[src/rtl/iter_div_unit.sv]
// Multi-cycle radix-2 restoring divider for RISC-V DIV/DIVU/REM/REMU.
// Optional macro DIV_ZERO_FAST_EN: a zero divisor bypasses the iteration loop.
module iter_div_unit #(
    parameter int XLEN           = 32,
    parameter int ITER_CNT_WIDTH = 6,
    parameter int TAG_WIDTH      = 4
) (
    input  logic                 clk,
    input  logic                 reset,
    input  logic                 flush,
    input  logic                 req_valid,
    output logic                 req_ready,
    input  logic [XLEN-1:0]      req_dividend,
    input  logic [XLEN-1:0]      req_divisor,
    input  logic                 req_signed,
    input  logic                 req_rem,
    input  logic [TAG_WIDTH-1:0] req_tag,
    output logic                 resp_valid,
    input  logic                 resp_ready,
    output logic [XLEN-1:0]      resp_data,
    output logic [TAG_WIDTH-1:0] resp_tag
);
    typedef enum logic [1:0] {IDLE, CALC, DONE} state_t;

    localparam logic [ITER_CNT_WIDTH-1:0] LAST_ITER = ITER_CNT_WIDTH'(XLEN - 1);

    state_t                state_q, state_d;
    logic [ITER_CNT_WIDTH-1:0] cnt_q, cnt_d;
    logic [XLEN-1:0]       rem_q, rem_d;
    logic [XLEN-1:0]       quo_q, quo_d;
    logic [XLEN-1:0]       dvs_q, dvs_d;
    logic [TAG_WIDTH-1:0]  tag_q, tag_d;
    logic                  rem_sel_q, rem_sel_d;
    logic                  neg_quo_q, neg_quo_d;
    logic                  neg_rem_q, neg_rem_d;
    logic                  req_ready_q, req_ready_d;
    logic                  resp_valid_q, resp_valid_d;
    logic [XLEN-1:0]       resp_data_q, resp_data_d;
    logic [TAG_WIDTH-1:0]  resp_tag_q, resp_tag_d;

    logic                  accept;
    logic                  a_neg, b_neg, div_zero;
    logic [XLEN:0]         shifted, diff;
    logic [XLEN-1:0]       step_rem, step_quo, fix_quo, fix_rem, result;

    assign req_ready  = req_ready_q & ~flush;
    assign resp_valid = resp_valid_q;
    assign resp_data  = resp_data_q;
    assign resp_tag   = resp_tag_q;

    assign accept   = req_valid & req_ready;
    assign a_neg    = req_signed & req_dividend[XLEN-1];
    assign b_neg    = req_signed & req_divisor[XLEN-1];
    assign div_zero = (req_divisor == '0);

    // One restoring step: a set carry-out means the trial difference went negative.
    assign shifted  = {rem_q, quo_q[XLEN-1]};
    assign diff     = shifted - {1'b0, dvs_q};
    assign step_rem = diff[XLEN] ? shifted[XLEN-1:0] : diff[XLEN-1:0];
    assign step_quo = {quo_q[XLEN-2:0], ~diff[XLEN]};
    assign fix_quo  = neg_quo_q ? -step_quo : step_quo;
    assign fix_rem  = neg_rem_q ? -step_rem : step_rem;
    assign result   = rem_sel_q ? fix_rem : fix_quo;

    always_comb begin
        state_d      = state_q;
        cnt_d        = cnt_q;
        rem_d        = rem_q;
        quo_d        = quo_q;
        dvs_d        = dvs_q;
        tag_d        = tag_q;
        rem_sel_d    = rem_sel_q;
        neg_quo_d    = neg_quo_q;
        neg_rem_d    = neg_rem_q;
        req_ready_d  = req_ready_q;
        resp_valid_d = resp_valid_q;
        resp_data_d  = resp_data_q;
        resp_tag_d   = resp_tag_q;

        case (state_q)
            IDLE: begin
                if (accept) begin
                    tag_d       = req_tag;
                    rem_sel_d   = req_rem;
                    dvs_d       = b_neg ? -req_divisor : req_divisor;
                    // A zero divisor keeps the raw dividend so the loop returns it unchanged.
                    quo_d       = (a_neg && !div_zero) ? -req_dividend : req_dividend;
                    rem_d       = '0;
                    neg_quo_d   = (a_neg ^ b_neg) & ~div_zero;
                    neg_rem_d   = a_neg & ~div_zero;
                    cnt_d       = '0;
                    req_ready_d = 1'b0;
`ifdef DIV_ZERO_FAST_EN
                    if (div_zero) begin
                        state_d      = DONE;
                        resp_valid_d = 1'b1;
                        resp_data_d  = req_rem ? req_dividend : '1;
                        resp_tag_d   = req_tag;
                    end else begin
                        state_d = CALC;
                    end
`else
                    state_d = CALC;
`endif
                end
            end
            CALC: begin
                rem_d = step_rem;
                quo_d = step_quo;
                cnt_d = (cnt_q == LAST_ITER) ? '0 : cnt_q + 1'b1;
                if (cnt_q == LAST_ITER) begin
                    state_d      = DONE;
                    resp_valid_d = 1'b1;
                    resp_data_d  = result;
                    resp_tag_d   = tag_q;
                end
            end
            DONE: begin
                if (resp_ready) begin
                    state_d      = IDLE;
                    resp_valid_d = 1'b0;
                    req_ready_d  = 1'b1;
                end
            end
            default: begin
                state_d      = IDLE;
                resp_valid_d = 1'b0;
                req_ready_d  = 1'b1;
            end
        endcase

        if (flush) begin
            state_d      = IDLE;
            cnt_d        = '0;
            resp_valid_d = 1'b0;
            req_ready_d  = 1'b1;
        end
    end

    always_ff @(posedge clk) begin
        if (reset) begin
            state_q      <= IDLE;
            cnt_q        <= '0;
            rem_q        <= '0;
            quo_q        <= '0;
            dvs_q        <= '0;
            tag_q        <= '0;
            rem_sel_q    <= 1'b0;
            neg_quo_q    <= 1'b0;
            neg_rem_q    <= 1'b0;
            req_ready_q  <= 1'b1;
            resp_valid_q <= 1'b0;
            resp_data_q  <= '0;
            resp_tag_q   <= '0;
        end else begin
            state_q      <= state_d;
            cnt_q        <= cnt_d;
            rem_q        <= rem_d;
            quo_q        <= quo_d;
            dvs_q        <= dvs_d;
            tag_q        <= tag_d;
            rem_sel_q    <= rem_sel_d;
            neg_quo_q    <= neg_quo_d;
            neg_rem_q    <= neg_rem_d;
            req_ready_q  <= req_ready_d;
            resp_valid_q <= resp_valid_d;
            resp_data_q  <= resp_data_d;
            resp_tag_q   <= resp_tag_d;
        end
    end
endmodule

[config.mk]
export PLATFORM = sky130hd
export DESIGN_NAME = iter_div_unit
export DESIGN_NICKNAME = d
export VERILOG_FILES = /design/src/rtl/iter_div_unit.sv
export SDC_FILE = /design/constraint.sdc
export NUM_CORES = 1
export LEC_CHECK = 0
export CAP_MARGIN = 30
export CORE_AREA = 5 5 140 142
export CTS_CLUSTER_SIZE = 28
export DETAILED_ROUTE_END_ITERATION = 8
export DIE_AREA = 0 0 145 147
export PLACE_DENSITY = 0.82
export SLEW_MARGIN = 10
export SYNTH_ARGS = -nofsm -noshare
export SYNTH_HDL_FRONTEND = slang
export SYNTH_SLANG_ARGS = --single-unit
export TNS_END_PERCENT = 30
[constraint.sdc]
create_clock -name clk -period 13.59 [get_ports clk]
set_clock_uncertainty 0.15 [all_clocks]
set_input_delay 2.718 -clock clk [delete_from_list [all_inputs] [get_ports clk]]
set_output_delay 2.718 -clock clk [all_outputs]
set_load 0.01 [all_outputs]
==> impl_results.md <==
- Status: finished, final reports clean
- Async SR Flop Fraction: 0
- Drt first pass iters: 6
- Leading cell type in the layout, fill and taps excluded: nor2_1
- Final hold vios: 0
- Worst slew pin tran: between 0.8 and 0.9 ns
- Slew HR: 0.398
- Site Rows: 50
- YS warnings: 0
- Worst path most repeated cell: clkdlybuf4s50_1
- CP peak stage delay: a little under 0.6 ns
- Largest net degree at the start of global routing: 101
- PwrDens: 96.1 nW/um^2
- Leakage: ~4.7 nW
- Cts hold-fix bufs: 0
- Highest-delay cell along the critical path: clkdlybuf4s50_1
- Layout cell share with drive strength beyond 1: 0.0635
- Crit-path cells: clkdlybuf4s50_1 -> nor2b_1 -> clkdlybuf4s50_1
- Clock sink count: 149
- DRT antenna net count: 0
- GP Congestion: roughly 1
- Required time of the critical path: about 11 ns
- Crit path capture type: output port
- DP HPWL: between 20 and 25 mm
- Period utilization: 0.500
- Final min period: a little under 7 ns
- Synthesized area per cell: roughly 7.5 sq um
- Pre-CTS setup slack: roughly 6.8 ns
- Worst skew pair latency: between 0.4 and 0.5 ns
- Drt initial violations: ~1100
- Via density: roughly 6.3
- Worst hold path type: flop to flop
- CTS tree: done
- Setup repair bufs after CTS: 0
- Primary FF master, synth: dfxtp_1
- Port bufs: ~110
- Die area: roughly 21000 sq um
- TritonCTS buffer count: 17
- Die width: approximately 150 um
- Setup violators final: 0
- Post-synth EDFFs: 0
- Syn_nets: between 1500 and 2000
- #FFs+latches synth: 149
- Final Max Slew Viols: 0
- Post-route insts no fill: ~1800
- H-tree depth: 4
- Post-CTS Resized: 0
- Setup ws final: between 6 and 7 ns
- Setup TNS: 0 ns
- Antenna fix cells: 0
- Post-Syn Area: 11300 sq um
- Maxcap violations: 0
- Distinct cell type count after synthesis: 98
- Fmax: approximately 150 MHz
- RSZ-0062 raised after global routing: no
- Final WL: approximately 33 mm
- Die height: roughly 150 um
- Longest Clk Path Bufs: 2
- Worst path buffer plus inverter count: 2
- Fin nets: ~1700
- Wire length per cell: 18.2 um
- Maximum vdd drop: 0.100 mV
- Starting Density: 0.616
- Path type of the worst setup path: primary input to output port
- Worst hold slack: between 0.3 and 0.4 ns
- Placed Cells: 1776
- Total power: 1.25 mW
- Vias in the first global route: between 10000 and 15000
- Drt drc: 0
- GRT overflow: 0
- Sequential area share after synthesis: 0.264
- Core Region: about 18000 sq um
- Synth Instances: 1515
- Most frequent cells in the layout: nor2_1, nand2_1, dfxtp_1, a21oi_1, clkdlybuf4s50_1
- CP max FO: 3
- Worst path arrival time: between 3 and 4 ns
- Ports: roughly 110
- Global-route wire length before repair: between 50 and 60 mm
- Gr usage total: 0.297
- Area delta synth->final: 15.4%
- Crit path max-delay family: buffers and inverters
- CTS clock-pin slew for the worst setup and hold paths: roughly 0.07 ns
- CP startpoint kind: primary input
- Total number of vias: around 11000
- Antenna violations before repair: 0
- Clock root buffer: clkbuf_16
==> final timing paths <==
check	startpoint	to	slack, ns	cells after the start
setup / recovery	flush	req_ready	6.79	3
hold / removal	tag_q[2]	resp_tag[2]	0.30	2
setup reg to reg	quo_q[31]	resp_data[26]	8.30	20
hold reg to reg	tag_q[2]	resp_tag[2]	0.30	2
==> metrics by stage <==
stage / util / instance area [sq um]
floorplan: - / 11300
global placement: 0.676 / 12400
detailed placement: 0.676 / 12400
CTS: 0.710 / 13000
global route: 0.711 / 13000
finish: 0.711 / 13000
==> worst min-delay path, stage by stage, from the launching register on <==
cell and delay [ns]:
dfxtp_1 0.31, nand2_1 0.05, a21oi_1 0.05
==> Yosys cell counts (6+ instances only) <==
master	number	area (sq um)
and2_1	6	37.5
o41ai_1	9	78.8
mux2i_1	25	250
nand2_1	164	616
nor3_1	36	180
nor4_1	13	81.3
and3_1	8	50.1
nor2b_1	7	43.8
a31oi_1	30	188
o31ai_1	23	173
a22oi_1	35	263
or4_1	12	90.1
inv_1	56	210
nand3_1	31	155
clkbuf_1	65	244
nand4_1	19	119
nand3b_1	12	90.1
nor2_1	191	717
ha_1	37	463
o21ai_0	70	350
or3_1	18	113
o211ai_1	14	105
a21o_1	8	60.1
buf_1	6	22.5
xor2_1	67	587
dfxtp_1	149	2980
a211oi_1	52	390
xnor2_1	72	631
a21oi_1	133	666
nand2b_1	10	62.6
buf_2	18	90.1
==> state kept, by name (all words and copies together), names as in the netlist <==
| signal | flops |
|---|---|
| rem_q | 32 |
| state_q | 2 |
| resp_tag | 4 |
| dvs_q | 32 |
| neg_rem_q | 1 |
| tag_q | 4 |
| neg_quo_q | 1 |
| rem_sel_q | 1 |
| resp_valid | 1 |
| resp_data | 32 |
| cnt_q | 6 |
| req_ready_q | 1 |
| quo_q | 32 |
==> area by class of cell <==
class	count	area (sq um)
tap	234	293
clock buffer	18	439
sequential	149	2980
timing repair buffer	124	1220
fill	1554	5290
clock inverter	14	191
multi-input combinational	1211	7690
inverter	59	221
==> where the power goes <==
group	internal [mW]	leakage (nW)	total [mW]	switching, mW
Combinational	0.111	3.19	0.288	0.177
Clock	0.285	0.304	0.498	0.213
Sequential	0.451	1.21	0.467	0.0166
==> logic make-up after synthesis <==
family / Yosys count / share of synthesized area
AO/OA/AOI/OAI: 448 / 0.266
XOR/XNOR: 139 / 0.108
adder cells (fa/ha/maj): 38 / 0.0428
buffers and inverters: 155 / 0.0575
flip-flops: 149 / 0.264
multiplexers: 30 / 0.0271
AND/OR/NAND/NOR: 556 / 0.235
==> metal layers <==
metal  GRT usage  share of wire  vias up
li1            -              -     5561
met1       0.398           0.43     5323
met2       0.493           0.47      419
met3      0.0447          0.072       68
met4      0.0956          0.024        0
met5           0              0        -
No activity file was read; power rests on OpenSTA's default activity.
